[src/rtl/pipe_ctrl_pkg.sv]
// Shared types and constants for the pipeline sequencer.
// State encodings, PC arithmetic constants and the stage-valid bundle.
package pipe_ctrl_pkg;

   localparam int unsigned XLEN = 32;

   localparam logic [XLEN-1:0] DEFAULT_RESET_PC = 32'h0000_0000;
   localparam logic [XLEN-1:0] PC_INC           = 32'd4;

   typedef enum logic [1:0] {
      PC_BOOT   = 2'd0,
      PC_RUN    = 2'd1,
      PC_DRAIN  = 2'd2,
      PC_HALTED = 2'd3
   } pc_state_e;

   typedef struct packed {
      logic if_id;
      logic id_ex;
      logic ex_mem;
      logic mem_wb;
   } stage_valid_t;

   // Instruction addresses are word aligned; the low two bits are dropped.
   function automatic logic [XLEN-1:0] align_pc(input logic [XLEN-1:0] pc);
      return {pc[XLEN-1:2], 2'b00};
   endfunction

endpackage

[src/rtl/pipe_ctrl.sv]
// Pipeline sequencer: owns the fetch PC, drives the instruction SRAM and the
// per-stage load enables/valids, handles freeze, drain/halt and retire count.
module pipe_ctrl
   import pipe_ctrl_pkg::*;
#(
   parameter logic [XLEN-1:0] RESET_PC = DEFAULT_RESET_PC
) (
   input  logic            clk,
   input  logic            rst,
   input  logic            stall_if,
   input  logic            stall_id,
   input  logic            flush_id,
   input  logic            flush_ex,
   input  logic [XLEN-1:0] redirect_pc,
   input  logic            mem_wait,
   input  logic            halt_req,
   input  logic            resume,
   output logic            imem_en,
   output logic [XLEN-1:0] imem_addr,
   output logic [XLEN-1:0] if_pc,
   output logic            if_id_en,
   output logic            id_ex_en,
   output logic            ex_mem_en,
   output logic            mem_wb_en,
   output logic            if_id_valid,
   output logic            id_ex_valid,
   output logic            ex_mem_valid,
   output logic            mem_wb_valid,
   output logic            halted,
   output logic [XLEN-1:0] instret
);

   pc_state_e       state_q, state_d;
   logic [XLEN-1:0] fetch_pc_q, fetch_pc_d;
   logic [XLEN-1:0] resp_pc_q, resp_pc_d;
   logic [XLEN-1:0] instret_q, instret_d;
   stage_valid_t    valid_q, valid_d;
   logic            halted_q, halted_d;
   logic            stall;
   logic [XLEN-1:0] target;

   assign stall  = stall_if | stall_id;
   assign target = align_pc(redirect_pc);

   // Next state, fetch control and enables; reset or mem_wait freezes all.
   always_comb begin
      state_d    = state_q;
      fetch_pc_d = fetch_pc_q;
      resp_pc_d  = resp_pc_q;
      instret_d  = instret_q;
      valid_d    = valid_q;
      halted_d   = halted_q;
      imem_en    = 1'b0;
      imem_addr  = fetch_pc_q;
      if_id_en   = 1'b0;
      id_ex_en   = 1'b0;
      ex_mem_en  = 1'b0;
      mem_wb_en  = 1'b0;

      if (!rst && !mem_wait) begin
         valid_d.id_ex  = (flush_ex || (stall && !flush_id)) ? 1'b0 : valid_q.if_id;
         valid_d.ex_mem = valid_q.id_ex;
         valid_d.mem_wb = valid_q.ex_mem;
         if (valid_q.mem_wb) instret_d = instret_q + XLEN'(1);

         case (state_q)
            PC_BOOT: begin
               imem_en       = 1'b1;
               imem_addr     = fetch_pc_q;
               resp_pc_d     = fetch_pc_q;
               fetch_pc_d    = fetch_pc_q + PC_INC;
               valid_d.if_id = 1'b0;
               if_id_en      = 1'b1;
               id_ex_en      = 1'b1;
               ex_mem_en     = 1'b1;
               mem_wb_en     = 1'b1;
               state_d       = PC_RUN;
            end
            PC_RUN: begin
               id_ex_en  = 1'b1;
               ex_mem_en = 1'b1;
               mem_wb_en = 1'b1;
               if (halt_req) begin
                  // The word on the SRAM output is not delivered; it is the resume point.
                  state_d    = PC_DRAIN;
                  fetch_pc_d = flush_id ? target : resp_pc_q;
                  if (flush_id || !stall) begin
                     if_id_en      = 1'b1;
                     valid_d.if_id = 1'b0;
                  end
               end else if (flush_id) begin
                  imem_en       = 1'b1;
                  imem_addr     = target;
                  resp_pc_d     = target;
                  fetch_pc_d    = target + PC_INC;
                  if_id_en      = 1'b1;
                  valid_d.if_id = 1'b0;
               end else if (!stall) begin
                  imem_en       = 1'b1;
                  imem_addr     = fetch_pc_q;
                  resp_pc_d     = fetch_pc_q;
                  fetch_pc_d    = fetch_pc_q + PC_INC;
                  if_id_en      = 1'b1;
                  valid_d.if_id = 1'b1;
               end
            end
            PC_DRAIN: begin
               id_ex_en  = 1'b1;
               ex_mem_en = 1'b1;
               mem_wb_en = 1'b1;
               if (flush_id) fetch_pc_d = target;
               if (flush_id || !stall) begin
                  if_id_en      = 1'b1;
                  valid_d.if_id = 1'b0;
               end
               if (valid_q == '0) state_d = PC_HALTED;
            end
            PC_HALTED: begin
               if (resume) state_d = PC_BOOT;
            end
            default: state_d = PC_BOOT;
         endcase

         halted_d = (state_d == PC_HALTED);
      end
   end

   always_ff @(posedge clk) begin
      if (rst) begin
         state_q    <= PC_BOOT;
         fetch_pc_q <= RESET_PC;
         resp_pc_q  <= RESET_PC;
         instret_q  <= '0;
         valid_q    <= '0;
         halted_q   <= 1'b0;
      end else begin
         state_q    <= state_d;
         fetch_pc_q <= fetch_pc_d;
         resp_pc_q  <= resp_pc_d;
         instret_q  <= instret_d;
         valid_q    <= valid_d;
         halted_q   <= halted_d;
      end
   end

   assign if_pc        = resp_pc_q;
   assign if_id_valid  = valid_q.if_id;
   assign id_ex_valid  = valid_q.id_ex;
   assign ex_mem_valid = valid_q.ex_mem;
   assign mem_wb_valid = valid_q.mem_wb;
   assign halted       = halted_q;
   assign instret      = instret_q;

endmodule

[config.mk]
export PLATFORM = sky130hd
export DESIGN_NAME = pipe_ctrl
export DESIGN_NICKNAME = d
export VERILOG_FILES = /design/src/rtl/pipe_ctrl_pkg.sv /design/src/rtl/pipe_ctrl.sv
export SDC_FILE = /design/constraint.sdc
export NUM_CORES = 1
export LEC_CHECK = 0
export CORE_ASPECT_RATIO = 0.75
export CORE_MARGIN = 8
export CORE_UTILIZATION = 60
export CTS_BUF_LIST = sky130_fd_sc_hd__clkbuf_8
export DETAILED_ROUTE_END_ITERATION = 16
export DONT_BUFFER_PORTS = 1
export PLACE_DENSITY = 0.82
export SLEW_MARGIN = 15
export SYNTH_ARGS = -nofsm -noshare
export SYNTH_HDL_FRONTEND = slang
export SYNTH_SLANG_ARGS = --single-unit
[constraint.sdc]
create_clock -name clk -period 4.5 [get_ports clk]
set_clock_uncertainty 0.15 [all_clocks]
set_input_delay 1.35 -clock clk [delete_from_list [all_inputs] [get_ports clk]]
set_output_delay 1.35 -clock clk [all_outputs]
set_load 0.01 [all_outputs]
After elaboration in Yosys (flattened, before gate mapping)

Cells that the tools add are included.

Multipliers: 0
Equality and inequality tests: 7
Add/sub/neg operators: 3
Bitwise operators: 1
Reductions and logical operators: 16
$lt $le $gt $ge: 0
Div/mod/pow operators: 0
Mux-type cells: 35
Shift operators: 0

Operators by type and width:

| cell                                           | number |
|---|---|
| two-way mux 32 bit                             | 11 |
| one-hot mux 32 bit (3 select lines)            | 1 |
| adder 32 x 3 -> 32 bit (second input constant) | 2 |
| one-hot mux 32 bit (2 select lines)            | 1 |
| adder 32 x 1 -> 32 bit (second input constant) | 1 |
| two-way mux 1 bit                              | 14 |
| two-way mux 2 bit                              | 4 |
| one-hot mux 2 bit (4 select lines)             | 1 |
| == test 2 bit (second input constant)          | 3 |
| one-hot mux 1 bit (3 select lines)             | 2 |
| zero test 1 bit                                | 4 |
| zero test 4 bit                                | 1 |
| inequality test 4 bit (second input constant)  | 1 |
| AND reduction 4 bit                            | 1 |
| inequality test 3 bit (second input constant)  | 1 |
| AND reduction 3 bit                            | 1 |
| nonzero test 3 bit                             | 1 |
| OR reduction 3 bit                             | 1 |
| == test 2 x 1 -> 1 bit (second input constant) | 1 |
| logical AND 1 bit                              | 2 |
| zero test 2 bit                                | 1 |
| logical OR 1 bit                               | 2 |
| inequality test 2 bit (second input constant)  | 1 |
| one-hot mux 1 bit (2 select lines)             | 1 |
| other kinds (3)                                | 3 |

Bits in latches: 0
Output and inout port bits: 106
Flip-flop bits (word level): 103
RAM bits: 0
Memory bits (read-only): 0
Logic and storage cells: 71
Memories kept: 0

Depth between registers and ports, before layout

Gate-level depths: netlist (run 1).

Word-level depth: 7
Gate-level depth with buffers: 10

Least setup slack after synthesis (run 1)

Ideal clock, no wire load.

Path type: input to output
From: input port flush_id
To: output port imem_addr[10]
Data arrival time: 2.897 ns
Slack: 0.103 ns
Cell stages on the path: 6
Buffers on the path: 4
Cells stage by stage: buf_2 > buf_2 > clkbuf_1 > nand3_1 > clkbuf_1 > mux2_2

Cells in the longest elaborated chain, start to end: 4

RTL lines:

| what               | line            | RTL |
|---|---|---|
| from (decl)        | pipe_ctrl.sv:12 | `input logic flush_id,` |
| two-way mux 32 bit | pipe_ctrl.sv:91 | `end else if (flush_id) begin` |
| two-way mux 32 bit | pipe_ctrl.sv:83 | `if (halt_req) begin` |
| two-way mux 32 bit | pipe_ctrl.sv:66 | `case (state_q)` |
| two-way mux 32 bit | pipe_ctrl.sv:60 | `if (!rst && !mem_wait) begin` |
| to (decl)          | pipe_ctrl.sv:19 | `output logic [XLEN-1:0] imem_addr,` |

Every way passes these cells.

Final worst setup path (run 1)

From: input port halt_req
To: output port imem_addr[5]

Cells in the longest elaborated chain, start to end: 3

RTL lines:

| what               | line            | RTL |
|---|---|---|
| from (decl)        | pipe_ctrl.sv:16 | `input logic halt_req,` |
| two-way mux 32 bit | pipe_ctrl.sv:83 |  |
| two-way mux 32 bit | pipe_ctrl.sv:66 |  |
| two-way mux 32 bit | pipe_ctrl.sv:60 |  |

Every way passes these cells.

==> results.cfg, run 1 <==
[drt]
drc = 0
drt-wirelength-per-cell_um = 21.57
wl_um = 24130
ant_nets = 0
first_pass_iters = 5
drt_iter0_drc = 1163
vias = 7774
viasPerCell = 6.947

[final_layout]
antenna-diode-count = 0
utilization_pct = 63.42
drive_above_1_share_pct = 9.654
area_delta_synth_final_pct = 2.734
fillers = 1096
finalNetCount = 996

[placed_design]
dpl.hpwl_um = 16440
port_buffers = 0
gp_congestion = 0.9538
place_ws_ns = 0.4846

[pwr]
power.leakage_nw = 2.683
powerDensity_nw_per_um2 = 253.2
ir_drop_mv = 0.1514
p_total_mw = 1.976

[grt]
grt_pass1_vias = 6964
grt_overflow = 0
grt_pass1_wl_um = 38310
grt_antenna_before_repair = 0
grtUsageTotal_pct = 28.04
grt_max_degree = 107

[clocking]
cts-buffers-inserted = 9
cts_resized = 0
cts_hold_buf = 0
clock_sinks = 103
cts_tree = yes
clk_pin_slew_ns = 0.11
clockRootBuffer = clkbuf_8
cts_htree_levels = 3
post-cts-setup-buffers = 0
cts_max_path_buffers = 2
clock_latency_ns = 0.40

[timing]
worst-slew-pin-transition_ns = 0.9483
fmax_mhz = 247.8
timing.final.ws_setup_ns = 0.4642
max_slew_margin_pct = 36.19
hold_violations = 0
period_minus_slack_ns = 4.036
fin_setup_tns_ns = 0
rsz0062_at_grt = false
setup_viol = 0
period_share_pct = 89.68
finalMaxSlewViolations = 0
whs_ns = 0.3410

[synth]
synth_cell_types = 70
yosysTopAreaCell = dfxtp_1
ys_async_sr_fraction_pct = 0
synth_ff_type = dfxtp_1
synth_edf_count = 0
ys_seq_area_share_pct = 27.15
netlist_instances = 1011
postSynthAreaPerCell_um2 = 7.513
synth_seq_cells = 103
synthesis.area_um2 = 7596
yosys_warnings = 0
yosys-top-cells-area = dfxtp_1 27%, mux2_2 5.9%, nor2_1 5.6%
yosys.area.top_type_share_pct = 27.15
syn_nets = 1059

[floorplan]
core_area_um2 = 12310
die_w_um = 145.9
ios = 147
rows = 35
initial_utilization_pct = 61.73
dieArea_um2 = 16550
die-height_um = 113.4

[worst_setup_path]
cp-end-kind = primary output
slowest_stage = nand3_2
critPathKind = in -> out
cp.required_ns = 3.00
max_stage_delay_ns = 0.33
crit_chain = nor2b_1, nand3_2, buf_4, mux2_2
cp-start-kind = input port
arrival_ns = 2.54
crit_family = simple AND/OR/NAND/NOR gates
worstPathMaxFanout = 44
cp.buffers_inverters = 1

[job]
cap_violations = 0

[hold_path]
hold_path.class = reg -> reg

[run_status]
status = completed
-- sequential cells by signal (all words and copies together), names as in the netlist --
name          flops
fetch_pc_q       32
if_pc            32
instret          32
state_q           2
ex_mem_valid      1
halted            1
id_ex_valid       1
if_id_valid       1
mem_wb_valid      1
-- where the power goes --
part	internal, mW	total [mW]	switching, mW
Clock	0.283	0.655	0.372
Sequential	0.945	1.01	0.0606
Combinational	0.128	0.316	0.188
-- per-stage QoR --
stage                     instances  area (um2)
after CTS                      1119        7804
final                          1119        7804
after floorplan                1011        7596
after global placement         1103        7591
after detailed placement       1103        7591
after global routing           1119        7804
-- worst min-delay path, delay by kind of cell (launching register included) --
family	cells	cell delay, ns
flops	1	0.34
simple gates	1	0.07
compound gates	1	0.06
-- layer usage --
layer	vias up	share of wire [%]	GRT usage, %
li1	3567	-	-
met1	3615	42	38.90
met2	523	42	40.37
met3	69	14	7.872
met4	0	2.6	10.44
met5	-	0	0
-- area by class of cell --
| class | instances | area, um2 | area share [%] |
|---|---|---|---|
| timing repair buffer | 20 | 150.1 | 1.924 |
| clock inverter | 6 | 75.07 | 0.9620 |
| tap | 166 | 207.7 | 2.662 |
| multi-input combinational | 801 | 5122 | 65.64 |
| sequential | 103 | 2062 | 26.42 |
| inverter | 13 | 48.80 | 0.6253 |
| clock buffer | 10 | 137.6 | 1.764 |
-- cells in the final DEF (no fill, tap or decap), types with 8 or more instances in the layout --
cell / count
a31oi_1: 11
xnor2_1: 22
nor2_1: 113
and2_1: 8
clkbuf_8: 10
nor3_1: 12
dfxtp_1: 103
nand2_1: 110
a21oi_1: 53
o211ai_1: 8
mux2i_1: 39
nand2b_1: 9
and3_1: 15
nand3_1: 73
nand4_1: 22
inv_1: 11
a311oi_1: 31
buf_4: 20
nor4_1: 19
xor2_1: 36
o21ai_0: 47
and4_1: 14
o21a_1: 10
mux2_2: 40
-- path summary, 6_finish.rpt --
kind | start | endpoint | slack, ns | cells after the start
setup / recovery | halt_req | imem_addr[5] | 0.46 | 4
hold / removal | fetch_pc_q[1] | if_pc[1] | 0.34 | 2
setup reg to reg | state_q[1] | fetch_pc_q[8] | 1.07 | 8
hold reg to reg | fetch_pc_q[1] | if_pc[1] | 0.34 | 2
-- synth_stat cells, types with 12 or more instances --
library cell	count
a21oi_1	53
a311oi_1	31
and3_1	15
and4_1	14
buf_2	12
clkbuf_1	69
dfxtp_1	103
mux2_2	40
mux2i_1	39
nand2_1	110
nand3_1	74
nand4_1	22
nor2_1	113
nor3_1	14
nor4_1	19
o21ai_0	47
xnor2_1	22
xor2_1	36
-- logic make-up after synthesis --
family	after synthesis	synth area share, %
muxes	79	11.07
and+or+nand+nor	427	27.71
xor gates and xnor gates	58	6.687
DFF	103	27.15
adders and majority gates	7	1.153
AOI/OAI and AO/OA	230	20.59
buffers and inverters	107	5.650
(Power assumes the default switching activity.)
==> inputs of run 2 (changes only) <==
- ABC_CLOCK_PERIOD_IN_PS: default -> 4500
==> results of run 2 <==
Same layout as run 1: the final DEF is identical, and so are final timing and power.
